**config.mk**
```make
export PLATFORM = sky130hd
export DESIGN_NAME = mem_access_unit_flat
export DESIGN_NICKNAME = d
export VERILOG_FILES = /design/src/rtl/mem_access_unit_if.sv /design/src/rtl/mem_access_unit.sv /design/src/flat_wrapper.sv
export SDC_FILE = /design/constraint.sdc
export NUM_CORES = 1
export LEC_CHECK = 0
export ABC_AREA = 1
export CAP_MARGIN = 20
export CORE_ASPECT_RATIO = 1.75
export CORE_MARGIN = 2
export CORE_UTILIZATION = 49
export DETAILED_ROUTE_END_ITERATION = 6
export DONT_BUFFER_PORTS = 1
export PLACE_DENSITY_LB_ADDON = 0.12
export SYNTH_ARGS = -nofsm -noshare
export SYNTH_HDL_FRONTEND = slang
export SYNTH_SLANG_ARGS = --single-unit
```
**constraint.sdc**
```tcl
create_clock -name clk -period 2 [get_ports clk]
set_clock_uncertainty 0.1 [all_clocks]
set_input_delay 0.4 -clock clk [delete_from_list [all_inputs] [get_ports clk]]
set_output_delay 0.4 -clock clk [all_outputs]
set_load 0.02 [all_outputs]
```
**src/rtl/mem_access_unit_if.sv**
```systemverilog
// rtl/mem_access_unit_if.sv - data-memory request/ready bus between the load/store unit and memory
interface mem_access_unit_if;
  logic        dmem_req;
  logic        dmem_we;
  logic [31:0] dmem_addr;
  logic [31:0] dmem_wdata;
  logic [3:0]  dmem_be;
  logic        dmem_ready;
  logic [31:0] dmem_rdata;

  modport master (
    output dmem_req, dmem_we, dmem_addr, dmem_wdata, dmem_be,
    input  dmem_ready, dmem_rdata
  );

  modport slave (
    input  dmem_req, dmem_we, dmem_addr, dmem_wdata, dmem_be,
    output dmem_ready, dmem_rdata
  );
endinterface

```
**src/rtl/mem_access_unit.sv**
```systemverilog
// rtl/mem_access_unit.sv - MEM-stage load/store unit: byte enables, load extension, stall and fault
module mem_access_unit #(
  parameter int TIMEOUT = 16
) (
  input  logic              clk,
  input  logic              rst_n,
  input  logic              ex_valid,
  input  logic [31:0]       alu_result_in,
  input  logic [31:0]       store_data_in,
  input  logic [4:0]        rd_in,
  input  logic [2:0]        funct3_in,
  input  logic              RegWrite_in,
  input  logic              MemRead_in,
  input  logic              MemWrite_in,
  input  logic              MemToReg_in,
  output logic              stall_out,
  mem_access_unit_if.master dmem,
  output logic              wb_valid,
  output logic [4:0]        wb_rd,
  output logic              wb_RegWrite,
  output logic              wb_MemToReg,
  output logic [31:0]       wb_alu_result,
  output logic [31:0]       wb_load_data,
  output logic              fault_out
);
  localparam int CW = $clog2(TIMEOUT);
  localparam logic [CW-1:0] CNT_LAST = CW'(TIMEOUT - 1);

  typedef enum logic {IDLE, ACCESS} state_t;

  state_t      state;
  logic [CW-1:0] cnt;
  logic        req_we;
  logic [31:0] req_addr;
  logic [31:0] req_wdata;
  logic [3:0]  req_be;

  logic        mem_op, legal_f3, aligned, go, timeout_hit;
  logic [1:0]  off;
  logic [3:0]  be_next;
  logic [31:0] wdata_next;
  logic [7:0]  lbyte;
  logic [15:0] lhalf;
  logic [31:0] load_val;

  assign off         = alu_result_in[1:0];
  assign mem_op      = ex_valid & (MemRead_in | MemWrite_in);
  assign go          = mem_op & legal_f3 & aligned;
  assign timeout_hit = (cnt == CNT_LAST);

  assign dmem.dmem_req   = (state == ACCESS);
  assign dmem.dmem_we    = req_we;
  assign dmem.dmem_addr  = req_addr;
  assign dmem.dmem_wdata = req_wdata;
  assign dmem.dmem_be    = req_be;

  always_comb begin
    legal_f3   = 1'b0;
    aligned    = 1'b1;
    be_next    = 4'b1111;
    wdata_next = store_data_in;
    case (funct3_in)
      3'b000, 3'b100: begin
        legal_f3   = MemRead_in | (funct3_in == 3'b000);
        be_next    = 4'b0001 << off;
        wdata_next = {4{store_data_in[7:0]}};
      end
      3'b001, 3'b101: begin
        legal_f3   = MemRead_in | (funct3_in == 3'b001);
        aligned    = ~off[0];
        be_next    = 4'b0011 << {off[1], 1'b0};
        wdata_next = {2{store_data_in[15:0]}};
      end
      3'b010: begin
        legal_f3 = 1'b1;
        aligned  = (off == 2'b00);
      end
      default: legal_f3 = 1'b0;
    endcase
  end

  // Upstream holds EX/MEM while stalled, so the live funct3/offset still describe the access.
  always_comb begin
    lbyte    = dmem.dmem_rdata[{off, 3'b000} +: 8];
    lhalf    = dmem.dmem_rdata[{off[1], 4'b0000} +: 16];
    load_val = dmem.dmem_rdata;
    case (funct3_in)
      3'b000:  load_val = {{24{lbyte[7]}}, lbyte};
      3'b100:  load_val = {24'd0, lbyte};
      3'b001:  load_val = {{16{lhalf[15]}}, lhalf};
      3'b101:  load_val = {16'd0, lhalf};
      default: load_val = dmem.dmem_rdata;
    endcase
    if (MemWrite_in) load_val = 32'd0;
  end

  always_comb begin
    stall_out = 1'b0;
    if (state == IDLE) stall_out = go;
    else               stall_out = ~dmem.dmem_ready & ~timeout_hit;
  end

  always_ff @(posedge clk or negedge rst_n) begin
    if (!rst_n) begin
      state         <= IDLE;
      cnt           <= '0;
      req_we        <= 1'b0;
      req_addr      <= 32'd0;
      req_wdata     <= 32'd0;
      req_be        <= 4'd0;
      wb_valid      <= 1'b0;
      wb_rd         <= 5'd0;
      wb_RegWrite   <= 1'b0;
      wb_MemToReg   <= 1'b0;
      wb_alu_result <= 32'd0;
      wb_load_data  <= 32'd0;
      fault_out     <= 1'b0;
    end else begin
      fault_out <= 1'b0;
      case (state)
        IDLE: begin
          if (go) begin
            state     <= ACCESS;
            cnt       <= '0;
            req_we    <= MemWrite_in;
            req_addr  <= {alu_result_in[31:2], 2'b00};
            req_wdata <= wdata_next;
            req_be    <= be_next;
            wb_valid  <= 1'b0;
          end else begin
            // Non-memory ops pass straight through; a rejected memory op retires as a fault.
            wb_valid      <= ex_valid;
            wb_rd         <= rd_in;
            wb_RegWrite   <= RegWrite_in & ~mem_op;
            wb_MemToReg   <= MemToReg_in;
            wb_alu_result <= alu_result_in;
            wb_load_data  <= 32'd0;
            fault_out     <= mem_op;
          end
        end
        ACCESS: begin
          if (dmem.dmem_ready || timeout_hit) begin
            state         <= IDLE;
            wb_valid      <= 1'b1;
            wb_rd         <= rd_in;
            wb_MemToReg   <= MemToReg_in;
            wb_alu_result <= alu_result_in;
            wb_RegWrite   <= RegWrite_in & dmem.dmem_ready;
            wb_load_data  <= dmem.dmem_ready ? load_val : 32'd0;
            fault_out     <= ~dmem.dmem_ready;
          end else begin
            cnt      <= cnt + 1'b1;
            wb_valid <= 1'b0;
          end
        end
        default: state <= IDLE;
      endcase
    end
  end
endmodule

```
**src/flat_wrapper.sv**
```systemverilog
// flat-port wrapper written by rule: the top's interface ports become plain ports
module mem_access_unit_flat 
#(
  parameter int TIMEOUT = 16
)
  (clk, rst_n, ex_valid, alu_result_in, store_data_in, rd_in, funct3_in, RegWrite_in, MemRead_in, MemWrite_in, MemToReg_in, stall_out, wb_valid, wb_rd, wb_RegWrite, wb_MemToReg, wb_alu_result, wb_load_data, fault_out, dmem_dmem_req, dmem_dmem_we, dmem_dmem_addr, dmem_dmem_wdata, dmem_dmem_be, dmem_dmem_ready, dmem_dmem_rdata);
  mem_access_unit_if dmem_i ();
  input  logic clk;
  input  logic rst_n;
  input  logic ex_valid;
  input  logic [31:0] alu_result_in;
  input  logic [31:0] store_data_in;
  input  logic [4:0] rd_in;
  input  logic [2:0] funct3_in;
  input  logic RegWrite_in;
  input  logic MemRead_in;
  input  logic MemWrite_in;
  input  logic MemToReg_in;
  output logic stall_out;
  output logic wb_valid;
  output logic [4:0] wb_rd;
  output logic wb_RegWrite;
  output logic wb_MemToReg;
  output logic [31:0] wb_alu_result;
  output logic [31:0] wb_load_data;
  output logic fault_out;
  output wire logic [$bits(dmem_i.dmem_req)-1:0] dmem_dmem_req;
  output wire logic [$bits(dmem_i.dmem_we)-1:0] dmem_dmem_we;
  output wire logic [$bits(dmem_i.dmem_addr)-1:0] dmem_dmem_addr;
  output wire logic [$bits(dmem_i.dmem_wdata)-1:0] dmem_dmem_wdata;
  output wire logic [$bits(dmem_i.dmem_be)-1:0] dmem_dmem_be;
  input wire logic [$bits(dmem_i.dmem_ready)-1:0] dmem_dmem_ready;
  input wire logic [$bits(dmem_i.dmem_rdata)-1:0] dmem_dmem_rdata;
  assign dmem_dmem_req = dmem_i.dmem_req;
  assign dmem_dmem_we = dmem_i.dmem_we;
  assign dmem_dmem_addr = dmem_i.dmem_addr;
  assign dmem_dmem_wdata = dmem_i.dmem_wdata;
  assign dmem_dmem_be = dmem_i.dmem_be;
  assign dmem_i.dmem_ready = dmem_dmem_ready;
  assign dmem_i.dmem_rdata = dmem_dmem_rdata;
  mem_access_unit #(.TIMEOUT(TIMEOUT)) u_core (.clk(clk), .rst_n(rst_n), .ex_valid(ex_valid), .alu_result_in(alu_result_in), .store_data_in(store_data_in), .rd_in(rd_in), .funct3_in(funct3_in), .RegWrite_in(RegWrite_in), .MemRead_in(MemRead_in), .MemWrite_in(MemWrite_in), .MemToReg_in(MemToReg_in), .stall_out(stall_out), .dmem(dmem_i), .wb_valid(wb_valid), .wb_rd(wb_rd), .wb_RegWrite(wb_RegWrite), .wb_MemToReg(wb_MemToReg), .wb_alu_result(wb_alu_result), .wb_load_data(wb_load_data), .fault_out(fault_out));
endmodule
```
# == Word-level counts from Yosys, hierarchy flattened ==
# Index checks and enable logic that the tools add are counted.
# classes
shifts,4
bitwise_logic,14
muxes,35
eq_ne,9
addsub,1
n_reduce_logical,8
# op_table
operator,count
2-to-1 mux 32 bit,6
one-hot mux 32 bit (2 select lines),3
one-hot mux 32 bit (4 select lines),1
indexed part select 32 x 6 -> 16 bit,1
indexed part select 32 x 6 -> 8 bit,1
one-hot mux 4 bit (2 select lines),2
one-hot mux 1 bit (2 select lines),6
2-to-1 mux 1 bit,11
2-to-1 mux 5 bit,2
one-hot mux 5 bit (2 select lines),1
2-to-1 mux 4 bit,2
bitwise AND 1 bit,6
== test 3 bit (second input constant),2
inequality test 2 bit (second input constant),3
AND reduction 2 bit,3
inverter 1 bit,5
adder 4 x 1 -> 4 bit (second input constant),1
== test 4 bit (second input constant),1
OR reduction 2 bit,2
<< shifter 1 x 2 -> 4 bit (first input constant),1
<< shifter 2 x 2 -> 4 bit (first input constant),1
== test 3 x 1 -> 1 bit (second input constant),1
== test 3 x 2 -> 1 bit (second input constant),1
logical NOT 3 bit,1
other kinds (5),7
# word_totals
ff_bits,145
word_cells,84
input_bits,112

# == Longest topological paths before layout ==
# Gate-level depths: netlist of run 1.
# depth
ltp_word,7
ltp_mapped,10
depth_no_buf,8

# == Least setup slack after synthesis of run 1 ==
# Ideal clock, no wire load.
# synth_timing
kind,input -> output
startpoint,in funct3_in[1]
endpoint,out stall_out
required_ps,1500
t_arrival_ps,1329
path_stages,7
n_path_buf,2
setup_slack_ps,171
path_cell_list,buf_4 > nor2_8 > inv_2 > a21oi_2 > nand3_2 > nand2_2 > buf_2
# synth_via
elab_chain_cells,6
elab_cells_between_ends,14
cone_classes,eq/ne (4); mux (3); bitwise (4); reduce/logical (3)
# synth_rtl
item,line,source
from (decl),flat_wrapper.sv:14,input logic [2:0] funct3_in;
"== test 3 x 1 -> 1 bit, or another cell as far along","mem_access_unit.sv:62, mem_access_unit.sv:69",
"OR 1 bit, or another cell as far along",mem_access_unit.sv:69,legal_f3 = MemRead_in | (funct3_in == 3'b001);
one-hot mux 1 bit (3 select lines),mem_access_unit.sv:62,case (funct3_in)
bitwise AND 1 bit,mem_access_unit.sv:48,assign go = mem_op & legal_f3 & aligned;
bitwise AND 1 bit (*),mem_access_unit.sv:48,
2-to-1 mux 1 bit (*),mem_access_unit.sv:99,if (state == IDLE) stall_out = go;
to (decl),flat_wrapper.sv:19,output logic stall_out;
# Mark *: on every way between the ends. The rest lies on a longest branch, timed or not.

# == Final worst setup path of run 1 ==
# layout_timing
startpoint,reg u_core.cnt[0]
endpoint,out stall_out
# layout_via
elab_chain_cells,4
# layout_rtl
item,line,source
from (decl),mem_access_unit.sv:32,logic [CW-1:0] cnt;
from (signal assigned),mem_access_unit.sv:152,cnt <= cnt + 1'b1;
== test 4 bit,mem_access_unit.sv:49,assign timeout_hit = (cnt == CNT_LAST);
inverter 1 bit,mem_access_unit.sv:100,else stall_out = ~dmem.dmem_ready & ~timeout_hit;
bitwise AND 1 bit,mem_access_unit.sv:100,
2-to-1 mux 1 bit,mem_access_unit.sv:99,
# Every way passes these cells.

==> results_dict.tcl, run 1 <==
set metrics [dict create \
    status "finished, violations left" \
    violations "hold timing" \
    clock_latency_ns 0.40 \
    areaGrowthSynthToFinish_pct 14.0 \
    p_per_area_nw_per_um2 1110 \
    synth_area_sq_um 6630 \
    r2r_end "u_core.dmem.dmem_wdata[20]$_DFFE_PN0P_" \
    num-nets-final 960 \
    clock_sinks 145 \
    ys_top_cells_by_area "dfrtp_1, nand2_1, nand3_1" \
    synth_most_common_cell "nand2_1" \
    die_h_microns 158 \
    ant_nets 0 \
    io_buffer_count 0 \
    dr.pass1.iters 5 \
    grt_pass1_wl_microns 29100 \
    postSynthAreaPerCell_sq_um 7.93 \
    gr-total-overflow 0 \
    fillerInstances 1242 \
    finalCriticalPeriod_ns 1.92 \
    ctsHtreeMaxLevel 4 \
    cp_max_fo 6 \
    crit_cells 4 \
    crit_path_end "stall_out" \
    ys_seq_area_frac 0.548 \
    finalNonFillerCells 1034 \
    critical_path_buf_inv_count 0 \
    cts-root-buf "clkbuf_16" \
    post_synth_num_cell_types 27 \
    drt_iter0_markers 300 \
    vias 5585 \
    dpl_cell_area_sq_um 6690 \
    via_per_inst 5.40 \
    drcViolationCount 0 \
    placed_cells 974 \
    leakagePower_nw 3.99 \
    gp_congestion 0.844 \
    place_ws_ns 0.159 \
    end_kind "output port" \
    crit_chain "ha_2 > nand3_2 > nand3_4 > nand2_4" \
    cp-startpoint "u_core.cnt[0]$_DFFE_PN0P_" \
    critical_path_arrival_ns 1.42 \
    cts_tree "done" \
    cap_violations 0 \
    cpLargestDelayFamily "flip-flops" \
    slew_viol_final 0 \
    setup_slack_ns 0.0850 \
    synth_seq_cells 145 \
    fp-row-count 56 \
    synthTopCellsByCount "nand2_1, dfrtp_1, nand3_1" \
    cts_buffer_depth 2 \
    finalHoldViolCount 145 \
    synthArstFlopShare 1.00 \
    synth_edf_count 0 \
    yosysTopAreaCell "dfrtp_1" \
    synthCells 835 \
    post_cts_buffers 0 \
    start_kind "flop" \
    cp_slowest_cell "dfrtp_1" \
    maxSlewHeadroom 0.632 \
    max_stage_delay_ns 0.42 \
    io_pins 256 \
    tns_ns 0 \
    timing_worst_setup_path_type "reg -> out" \
    dieArea_sq_um 14500 \
    cp.required_ns 1.50 \
    finalSetupViolCount 0 \
    final_layout_size_suffix_gt1_frac 0.0698 \
    rrSetupSlack_ns 0.28 \
    grtUsageTotal 0.255 \
    hold_ws_ns -0.412 \
    core_area_sq_um 13300 \
    holdCritPathClass "in -> async" \
    fmax_mhz 522 \
    yosys_warnings 0 \
    fin_crit_sh 0.958 \
    reg2regPathDepth 7 \
    dp_hpwl_microns 12800 \
    cts_buffers 17 \
    fin_area_sq_um 7550 \
    grt_pass1_vias 5478 \
    antenna_cells 0 \
    clk_transition_reported_paths_ns 0.06 \
    grt_max_degree 146 \
    die-width_microns 91.9 \
    synth_flop_cell "dfrtp_1" \
    tightest_slew_ns 0.551 \
    ir_drop_v 0.000647 \
    wirelength_microns 18900 \
    wl_per_cell_microns 18.3 \
    yosysTopAreaCellShare 0.548 \
    initial_core_util 0.498 \
    timing.rr.start "u_core.dmem.dmem_req$_DFF_PN0_" \
    antenna_found_initial 0 \
]
-- worst min path at each step --
| stage | to | slack, ns | start | cells past startpoint |
|---|---|---|---|---|
| 2_1_floorplan | u_core.cnt[0]$_DFFE_PN0P_ | 0.004 | rst_n | 0 |
| 3_3_place_gp | u_core.dmem.dmem_addr[20]$_DFFE_PN0P_ | 0.008 | rst_n | 0 |
| 3_5_place_dp | u_core.dmem.dmem_addr[22]$_DFFE_PN0P_ | 0.007 | rst_n | 0 |
| 4_1_cts | u_core.dmem.dmem_addr[22]$_DFFE_PN0P_ | -0.43 | rst_n | 0 |
| 5_1_grt | u_core.dmem.dmem_addr[22]$_DFFE_PN0P_ | -0.44 | rst_n | 0 |
| 6_report | u_core.dmem.dmem_addr[22]$_DFFE_PN0P_ | -0.41 | rst_n | 0 |
-- cells in the final DEF (no fill, tap or decap), drive strengths merged --
| cell | instances |
|---|---|
| clkinv | 5 |
| o31ai | 1 |
| nor2 | 30 |
| a31oi | 2 |
| nand2 | 412 |
| o22ai | 8 |
| conb | 2 |
| clkinvlp | 4 |
| or2 | 4 |
| nand3 | 76 |
| o21ai | 44 |
| ha | 1 |
| o2111ai | 4 |
| nor3b | 1 |
| clkbuf | 18 |
| xor2 | 1 |
| dlygate4sd3 | 28 |
| a21oi | 25 |
| buf | 15 |
| bufinv | 1 |
| dfrtp | 145 |
| o211ai | 2 |
| inv | 31 |
-- through the flow --
stage | util | power (mW)
after floorplan | - | 5.06
final | 0.567 | 8.39
after detailed placement | 0.503 | 5.35
after CTS | 0.565 | 8.43
after global routing | 0.567 | 8.76
after global placement | 0.503 | 5.29
-- worst reg2reg max path, delay by kind of cell, from the launching register on --
family,cells,cell delay [ns]
flops,1,0.44
simple gates,3,0.32
buf+inv,4,0.82
-- registers in the layout, summed over array words and instances (netlist names) --
register and cells:
u_core.cnt 4, u_core.dmem.dmem_addr 30, u_core.dmem.dmem_be 4, u_core.dmem.dmem_req 1, u_core.dmem.dmem_wdata 32, u_core.dmem.dmem_we 1
u_core.fault_out 1, u_core.wb_MemToReg 1, u_core.wb_RegWrite 1, u_core.wb_alu_result 32, u_core.wb_load_data 32, u_core.wb_rd 5
u_core.wb_valid 1
-- power by group --
part           leakage [nW]  internal, mW  switching [mW]
registers              1.84          3.42            1.01
logic                  1.89         0.382           0.537
clock network         0.265          1.73            1.30
-- final cells by class --
class                      count  area (sq um)  area share
clock inverter                14           134      0.0177
sequential                   145          3630       0.480
multi-input combinational    613          2630       0.348
timing repair buffer          43           418      0.0553
clock buffer                  18           429      0.0568
inverter                      27           101      0.0134
tap                          174           218      0.0288
-- metal layers --
layer  vias up  GRT usage  share of wire
met2       244      0.438           0.51
li1       2664          -              -
met5         -          0              0
met3        37     0.0762          0.082
met1      2640      0.295           0.37
met4         0      0.113          0.032
-- logic make-up after synthesis --
kind of cell / Yosys count / share of synthesized area
other: 1 / 0.000566
AOI/OAI and AO/OA: 86 / 0.0708
DFF: 145 / 0.548
adders and majority gates: 1 / 0.00189
and+or+nand+nor: 523 / 0.316
buffers and inverters: 78 / 0.0614
xor gates and xnor gates: 1 / 0.00132
-- repair_timing --
item,in CTS,in global routing
resized for setup,2,2
endpoints found under the hold margin,171,147
setup endpoints to repair,1,1
hold buffers,26,2
pin swaps,1,1
Power figures use the tool's default switching activity.
==> inputs of run 2 (changes only) <==
--- a/config.mk
+++ b/config.mk
@@ -12,7 +12,9 @@
 export CORE_UTILIZATION = 49
 export DETAILED_ROUTE_END_ITERATION = 6
 export DONT_BUFFER_PORTS = 1
+export GPL_TIMING_DRIVEN = 0
 export PLACE_DENSITY_LB_ADDON = 0.12
+export SETUP_SLACK_MARGIN = 0.4
 export SYNTH_ARGS = -nofsm -noshare
 export SYNTH_HDL_FRONTEND = slang
 export SYNTH_SLANG_ARGS = --single-unit
==> run 2 against run 1 <==
  * The flow still finishes with violations (hold timing)
  * Critical path depth is 1 higher
  * Via count up 9.6%
  * Sequential cell count stayed put
  * Setup slack gained 0.017 ns
  * Core utilization rose by 11 points
  * Maximum frequency up 0.88%
  * Worst hold slack lost 0.016 ns
  * Final area is 19% higher
  * Register-to-register slack worse by 0.08 ns
  * Power increased by 11%
  * Critical endpoint unchanged
  * Highest routed layer unchanged
==> results_dict.tcl, run 2 (synthesis gave the netlist of run 1 again) <==
set metrics [dict create \
    status "finished, violations left" \
    violations "hold timing" \
    vias 6122 \
    fin_crit_sh 0.949 \
    cp-startpoint "u_core.cnt[0]$_DFFE_PN0P_" \
    ir_drop_v 0.000566 \
    clkPwrFrac 0.369 \
    multi_input_area_sq_um 3050 \
    end_kind "output port" \
    cts-root-buf "clkbuf_16" \
    via_per_inst 5.51 \
    drt_iter0_markers 331 \
    timing.rr.start "u_core.cnt[0]$_DFFE_PN0P_" \
    wl_per_cell_microns 19.8 \
    placed_cells 1010 \
    clock_latency_ns 0.41 \
    maxSlewHeadroom 0.622 \
    dp_hpwl_microns 14500 \
    gp_congestion 0.936 \
    die_h_microns 158 \
    clk_transition_reported_paths_ns 0.06 \
    dr.pass1.iters 7 \
    cts_hold_buf 39 \
    grt_pass1_wl_microns 33200 \
    fin_area_sq_um 9010 \
    finalHoldViolCount 145 \
    die-width_microns 91.9 \
    p_sw_mw 3.10 \
    place_ws_ns -0.109 \
    grt_setup_unrepaired "true" \
    initial_core_util 0.498 \
    slew_viol_final 0 \
    p_per_area_nw_per_um2 1040 \
    layout_common_cells "nand2_1, dfrtp_1, nand3_1" \
    grt_pass1_vias 6220 \
    power_frac_comb 0.153 \
    areaGrowthSynthToFinish_pct 36.1 \
    fp-row-count 56 \
    dpl_cell_area_sq_um 6870 \
    fmax_mhz 527 \
    grtUsageTotal 0.298 \
    tightest_slew_ns 0.568 \
    rrSetupSlack_ns 0.20 \
    antenna_cells 0 \
    drcViolationCount 0 \
    fin_util 0.677 \
    r2r_end "u_core.wb_alu_result[29]$_DFFE_PN0P_" \
    cts_tree "done" \
    crit_path_end "stall_out" \
    antenna_found_initial 0 \
    io_pins 256 \
    cp_max_fo 6 \
    p_total_mw 9.34 \
    p_sw_frac 0.332 \
    ctsHtreeMaxLevel 4 \
    cp.required_ns 1.50 \
    p_seq_frac 0.478 \
    fillerInstances 1059 \
    ant_nets 0 \
    core_area_sq_um 13300 \
    leakagePower_nw 4.80 \
    num-nets-final 1037 \
    cts_buffers 17 \
    reg2regPathDepth 11 \
    wirelength_microns 22000 \
    critical_path_arrival_ns 1.40 \
    start_kind "flop" \
    dieArea_sq_um 14500 \
    hold_ws_ns -0.428 \
    gr-total-overflow 0 \
    final_common_cell "nand2_1" \
    finalCriticalPeriod_ns 1.90 \
    clock_sinks 145 \
    intPower_mw 6.24 \
    finalNonFillerCells 1111 \
    setup_slack_ns 0.102 \
    finalSetupViolCount 0 \
    regArea_sq_um 3630 \
    cts_buffer_depth 2 \
    io_buffer_count 0 \
    grt_max_degree 146 \
    cap_violations 0 \
    holdCritPathClass "in -> async" \
    timing_worst_setup_path_type "reg -> out" \
    final_layout_size_suffix_gt1_frac 0.235 \
]
-- run 2: changes by cell type in the layout (fill, tap and decap cells not counted), sizes merged --
cell | previous run | this run
buf | 15 | 61
bufinv | 1 | 4
clkbuf | 18 | 38
clkinv | 5 | 2
clkinvlp | 4 | 5
dlygate4sd3 | 28 | 39
inv | 31 | 30
-- run 2: layout make-up --
type	instances	area share
Multi-Input combinational cell	613	0.338
Buffer	51	0.0562
Sequential cell	145	0.403
Inverter	27	0.0121
Tap cell	174	0.0242
Clock inverter	14	0.0226
Clock buffer	18	0.0487
Timing Repair Buffer	69	0.0954
-- run 2: how the worst min path moves through the flow --
stage,startpoint,end,slack (ns),cells after the start
5_1_grt,rst_n,u_core.dmem.dmem_addr[24]$_DFFE_PN0P_,-0.45,0
6_report,rst_n,u_core.dmem.dmem_addr[26]$_DFFE_PN0P_,-0.43,0
4_1_cts,rst_n,u_core.dmem.dmem_addr[20]$_DFFE_PN0P_,-0.44,0
3_3_place_gp,rst_n,u_core.dmem.dmem_addr[22]$_DFFE_PN0P_,0.007,0
2_1_floorplan,rst_n,u_core.cnt[0]$_DFFE_PN0P_,0.004,0
3_5_place_dp,rst_n,u_core.dmem.dmem_addr[20]$_DFFE_PN0P_,0.007,0
-- run 2: power groups by stage --
stage / registers [mW] / logic (mW) / clock network (mW)
final: 4.47 / 1.43 / 3.44
after global routing: 4.51 / 1.59 / 3.60
after CTS: 4.44 / 1.30 / 3.49
after detailed placement: 4.47 / 0.938 / 0
after global placement: 4.46 / 0.897 / 0
after floorplan: 4.32 / 0.750 / 0
-- run 2: through the flow --
| stage | hold slack (ns) | TNS (ns) |
|---|---|---|
| floorplan | 0.00441 | 0 |
| global placement | 0.00742 | -0.398 |
| detailed placement | 0.00721 | -0.841 |
| CTS | -0.443 | 0 |
| global route | -0.447 | 0 |
| finish | -0.428 | 0 |
-- run 2: worst max-delay path, stage by stage, from the launching register on --
cell	delay (ns)
dfrtp_1	0.41
ha_4	0.18
nand3_4	0.07
nand3_4	0.08
nand2_4	0.09
buf_12	0.13
-- run 2: what timing repair did --
action,4_1_cts,5_1_grt
cloned,9,4
pin swaps,16,21
setup endpoints to repair,145,140
setup buffers,15,2
gates resized for setup,118,108
hold endpoints to repair,184,145
-- run 2: layer usage --
layer	up-vias	part of all wire	global-route usage
li1	2836	-	-
met1	2900	0.34	0.318
met3	66	0.087	0.0885
met4	0	0.037	0.139
met2	320	0.54	0.537
met5	-	0	0
